## config.mk

```make
export PLATFORM = sky130hd
export DESIGN_NAME = param_regfile
export DESIGN_NICKNAME = d
export VERILOG_FILES = /design/src/rtl/regfile_pkg.sv /design/src/rtl/onehot_decoder.sv /design/src/rtl/param_regfile.sv
export SDC_FILE = /design/constraint.sdc
export NUM_CORES = 2
export LEC_CHECK = 0
export BUFFER_PORTS_ARGS = -buffer_cell sky130_fd_sc_hd__buf_2
export CORE_MARGIN = 3
export CORE_UTILIZATION = 25
export DETAILED_ROUTE_END_ITERATION = 8
export PLACE_DENSITY_LB_ADDON = 0.08
export SLEW_MARGIN = 20
export SYNTH_ARGS = -nofsm -noshare
export SYNTH_HDL_FRONTEND = slang
export SYNTH_HIERARCHICAL = 1
export SYNTH_SLANG_ARGS = --single-unit
```

## constraint.sdc

```tcl
create_clock -name clock -period 50.8 [get_ports clock]
set_clock_uncertainty 0.1 [all_clocks]
set_input_delay 2.54 -clock clock [delete_from_list [all_inputs] [get_ports clock]]
set_output_delay 2.54 -clock clock [all_outputs]
set_load 0.05 [all_outputs]
```

## src/rtl/regfile_pkg.sv

```systemverilog
// Shared types and constants for the parametrised register file.
// State encoding, default widths and a clog2 helper.
package regfile_pkg;

    typedef enum logic {
        ST_IDLE  = 1'b0,
        ST_CLEAR = 1'b1
    } state_e;

    localparam int DEF_DATA_WIDTH = 32;
    localparam int DEF_ADDR_WIDTH = 5;

    function automatic int clog2(input int value);
        int result;
        result = 0;
        for (int v = value - 1; v > 0; v = v >> 1) begin
            result = result + 1;
        end
        return result;
    endfunction

endpackage

```

## src/rtl/onehot_decoder.sv

```systemverilog
// Enable-gated binary to one-hot decoder.
// All outputs are low when en is low.
module onehot_decoder #(
    parameter int IN_WIDTH = 5
) (
    input  logic [IN_WIDTH-1:0]      in,
    input  logic                     en,
    output logic [2**IN_WIDTH-1:0]   out
);

    // Raise exactly one output bit when enabled.
    always_comb begin
        out = '0;
        if (en) begin
            out[in] = 1'b1;
        end else begin
            out = '0;
        end
    end

endmodule

```

## src/rtl/param_regfile.sv

```systemverilog
// Parametrised register file with N read ports and a sequenced bulk-clear engine.
// Define REGFILE_BYPASS_EN to forward same-cycle accepted writes onto read ports.
module param_regfile
    import regfile_pkg::*;
#(
    parameter int DATA_WIDTH = DEF_DATA_WIDTH,
    parameter int ADDR_WIDTH = DEF_ADDR_WIDTH,
    parameter int NUM_READ   = 2,
    parameter int ZERO_REG   = 1
) (
    input  logic                             clock,
    input  logic                             ctrl_reset,
    input  logic                             ctrl_writeEnable,
    input  logic [ADDR_WIDTH-1:0]            ctrl_writeReg,
    input  logic [DATA_WIDTH-1:0]            data_writeReg,
    input  logic [NUM_READ*ADDR_WIDTH-1:0]   ctrl_readReg,
    output logic [NUM_READ*DATA_WIDTH-1:0]   data_readReg,
    input  logic                             ctrl_clear,
    output logic                             ctrl_busy,
    output logic                             err_wr_drop
);

    localparam int NUM_REGS = 2**ADDR_WIDTH;
    localparam logic [ADDR_WIDTH-1:0] LAST_ADDR  = ADDR_WIDTH'(NUM_REGS - 1);
    localparam logic [ADDR_WIDTH-1:0] FIRST_ADDR = (ZERO_REG != 0) ? ADDR_WIDTH'(32'd1) : '0;

    state_e                  state_q, state_d;
    logic [ADDR_WIDTH-1:0]   cnt_q, cnt_d;
    logic [DATA_WIDTH-1:0]   regs_q [NUM_REGS];
    logic [DATA_WIDTH-1:0]   regs_d [NUM_REGS];
    logic                    err_q, err_d;
    logic                    busy_s;
    logic                    wr_en_s;
    logic                    wr_accept_s;
    logic [NUM_REGS-1:0]     dec_s;
    logic [NUM_REGS-1:0]     wr_sel_s;

    assign busy_s  = (state_q == ST_CLEAR);
    assign wr_en_s = ctrl_writeEnable & ~busy_s;

    onehot_decoder #(
        .IN_WIDTH (ADDR_WIDTH)
    ) u_wr_dec (
        .in  (ctrl_writeReg),
        .en  (wr_en_s),
        .out (dec_s)
    );

    // Mask the hardwired zero register out of the write select.
    always_comb begin
        wr_sel_s = dec_s;
        if (ZERO_REG != 0) begin
            wr_sel_s[0] = 1'b0;
        end else begin
            wr_sel_s = dec_s;
        end
        wr_accept_s = |wr_sel_s;
    end

    // Clear sweep sequencing; a clear request during the sweep is ignored.
    always_comb begin
        state_d = state_q;
        cnt_d   = cnt_q;
        err_d   = ctrl_writeEnable & busy_s;
        case (state_q)
            ST_IDLE: begin
                if (ctrl_clear) begin
                    state_d = ST_CLEAR;
                    cnt_d   = FIRST_ADDR;
                end else begin
                    state_d = ST_IDLE;
                end
            end
            ST_CLEAR: begin
                if (cnt_q == LAST_ADDR) begin
                    state_d = ST_IDLE;
                    cnt_d   = '0;
                end else begin
                    cnt_d = cnt_q + ADDR_WIDTH'(32'd1);
                end
            end
            default: begin
                state_d = ST_IDLE;
                cnt_d   = '0;
            end
        endcase
    end

    // Next storage contents: sweep clear has priority, writes only land when idle.
    always_comb begin
        for (int i = 0; i < NUM_REGS; i++) begin
            if (busy_s && (cnt_q == ADDR_WIDTH'(i))) begin
                regs_d[i] = '0;
            end else if (wr_sel_s[i]) begin
                regs_d[i] = data_writeReg;
            end else begin
                regs_d[i] = regs_q[i];
            end
        end
    end

    // State, counter, storage and error pulse registers.
    always_ff @(posedge clock or posedge ctrl_reset) begin
        if (ctrl_reset) begin
            state_q <= ST_IDLE;
            cnt_q   <= '0;
            err_q   <= 1'b0;
            for (int i = 0; i < NUM_REGS; i++) begin
                regs_q[i] <= '0;
            end
        end else begin
            state_q <= state_d;
            cnt_q   <= cnt_d;
            err_q   <= err_d;
            regs_q  <= regs_d;
        end
    end

    assign ctrl_busy   = busy_s;
    assign err_wr_drop = err_q;

    for (genvar k = 0; k < NUM_READ; k++) begin : g_rd
        logic [ADDR_WIDTH-1:0] ra_s;
        logic [DATA_WIDTH-1:0] rd_s;

        assign ra_s = ctrl_readReg[k*ADDR_WIDTH +: ADDR_WIDTH];

        // Combinational read with optional write-through forwarding.
        always_comb begin
            if ((ZERO_REG != 0) && (ra_s == '0)) begin
                rd_s = '0;
`ifdef REGFILE_BYPASS_EN
            end else if (wr_accept_s && (ra_s == ctrl_writeReg)) begin
                rd_s = data_writeReg;
`endif
            end else begin
                rd_s = regs_q[ra_s];
            end
        end

        assign data_readReg[k*DATA_WIDTH +: DATA_WIDTH] = rd_s;
    end

`ifndef REGFILE_BYPASS_EN
    logic unused_accept_s;
    assign unused_accept_s = wr_accept_s;
`endif

endmodule

```

==> flow_metrics.env <==
export IMPL_final_cell_mix="mux2i_1, dfrtp_1, nor2_1"
export IMPL_endpoint_kind="primary output"
export IMPL_nFillCells=23500
export IMPL_detailed_place_hpwl_mm=151
export IMPL_tns_ns=0
export IMPL_grt_antenna_before_repair=10
export IMPL_min_path_type="flip-flop to flip-flop"
export IMPL_drive_gt1_frac=0.140
export IMPL_grt_pass1_wl_mm=370
export IMPL_cp_common_cell="buf_4"
export IMPL_max_cap_violations=0
export IMPL_die_area_mm2=0.234
export IMPL_cts_buffers=133
export IMPL_rows=174
export IMPL_dr_total_vias=42500
export IMPL_die_w_um=483
export IMPL_cp_arrival_ns=6.89
export IMPL_multi_input_area_mm2=0.0300
export IMPL_use_met1=0.305
export IMPL_path_buf_inv=5
export IMPL_top_usage_layer="met2"
export IMPL_htree_levels=4
export IMPL_worstMarginPinSlew_ns=1.21
export IMPL_setup_viol_count_final=0
export IMPL_relSlewSlack=0.192
export IMPL_wire_per_inst_um=32.1
export IMPL_ant_nets=0
export IMPL_pin_count=117
export IMPL_grt_max_degree=132
export IMPL_drt_iter0_drc=3431
export IMPL_grt_pass1_vias=43900
export IMPL_cpLargestDelayFamily="buffers and inverters"
export IMPL_core_mm2=0.226
export IMPL_ctsResizeCount=0
export IMPL_final_common_cell="mux2i_1"
export IMPL_gp_congestion=0.782
export IMPL_cts_tree="yes"
export IMPL_root_buffer="clkbuf_16"
export IMPL_crit_chain="buf_8, buf_4, buf_4, buf_4, mux2i_1, o22ai_1, nor3_1, nor4b_1, buf_2"
export IMPL_dp_cells=7932
export IMPL_gr_total_overflow=0
export IMPL_max_freq_mhz=105
export IMPL_report_final_slew_viol_count=0
export IMPL_clk_latency_ns=0.78
export IMPL_p_total_w=0.00230
export IMPL_grt_use_total=0.220
export IMPL_start_util=0.252
export IMPL_critical_path_max_stage_delay_ns=0.76
export IMPL_fin_crit_ns=9.53
export IMPL_rsz0062_at_grt="no"
export IMPL_remaining_drc_errors=0
export IMPL_power_leakage_nw=27.9
export IMPL_final_hold_viol_count=0
export IMPL_syn_area_mm2=0.0570
export IMPL_met3_usage=0.0243
export IMPL_clockBufferDepth=3
export IMPL_firstDrtPassIters=6
export IMPL_wl_mm=262
export IMPL_instances_no_fill=8166
export IMPL_critPathSlowestCell="buf_4"
export IMPL_syn_to_final_growth_pct=13.4
export IMPL_nets=5133
export IMPL_critPathLaunchType="primary input"
export IMPL_clkTransAtPathRegs_ns=0.06
export IMPL_postCtsHoldBufs=0
export IMPL_synth_area_per_cell_um2=10.8
export IMPL_syn_inst=5256
export IMPL_whs_ns=0.437
export IMPL_status="completed"
export IMPL_synthesis_nets=5314
export IMPL_synth_warnings=6
export IMPL_worstPathRequired_ns=48.16
export IMPL_cts_sinks=999
export IMPL_finalCritPeriodShare=0.188
export IMPL_ff_latch_area_mm2=0.0250
export IMPL_avgViaCountPerCell=5.20
export IMPL_io_buffers=116
export IMPL_die_h_um=483
export IMPL_postCtsSetupBuffers=0
export IMPL_crit_fanout=62
export IMPL_critical_path_class="primary input to primary output"
export IMPL_power_density_mw_per_mm2=35.7
export IMPL_peakVddDrop_v=0.0000281
export IMPL_grtUsageMet2=0.360
worst paths after layout:
check | start | slack [ns] | endpoint | depth (start not counted)
worst max-delay path | ctrl_readReg[0] | 41.27 | data_readReg[31] | 9
worst min-delay path | regs_q[965]$_DFFE_PP0P_ | 0.44 | regs_q[965]$_DFFE_PP0P_ | 2
worst max register to register | ctrl_busy$_DFF_PP0_ | 46.90 | regs_q[738]$_DFFE_PP0P_ | 7
worst min register to register | regs_q[965]$_DFFE_PP0P_ | 0.44 | regs_q[965]$_DFFE_PP0P_ | 2
max in group asynchronous | ctrl_reset | 45.62 | regs_q[156]$_DFFE_PP0P_ | 5
min in group asynchronous | ctrl_reset | 1.84 | regs_q[742]$_DFFE_PP0P_ | 2
flip-flops by register name (all words and copies together) (netlist names):
signal	count
cnt_q	5
ctrl_busy	1
err_wr_drop	1
regs_q	992
through the flow:
stage          setup WS, ns   util  area [µm²]
3_3_place_gp          41.13  0.267       60400
4_1_cts               41.09  0.286       64600
6_report              41.27  0.286       64600
2_1_floorplan         20.05      -       57000
5_1_grt               40.99  0.286       64600
3_5_place_dp          41.10  0.267       60400
tightest hold or removal path, delay by kind of cell (launching register included):
| family | cells | cell delay, ns |
|---|---|---|
| DFF | 1 | 0.35 |
| muxes | 1 | 0.07 |
| and+or+nand+nor | 1 | 0.08 |
report_power, final:
group	internal (W)	total (W)	switching [W]	leakage, nW
clock network	0.000559	0.000948	0.000389	2.10
registers	0.000865	0.000925	0.0000605	13.9
logic	0.000123	0.000431	0.000308	11.9
per-layer routing:
metal  up-vias  share of wire
met4         0          0.032
met1     22500           0.46
met5         -              0
met2      1093           0.47
li1      18600              -
met3       314          0.035
layout make-up:
class	count	area share
well taps	2992	0.0579
clock inverters	22	0.00283
flip-flops and latches	999	0.387
repair buffers	244	0.0253
multi-input cells	3690	0.463
diodes	7	0.000271
clock buffers	205	0.0631
inverters	7	0.000523
No activity file was read; power rests on OpenSTA's default activity.
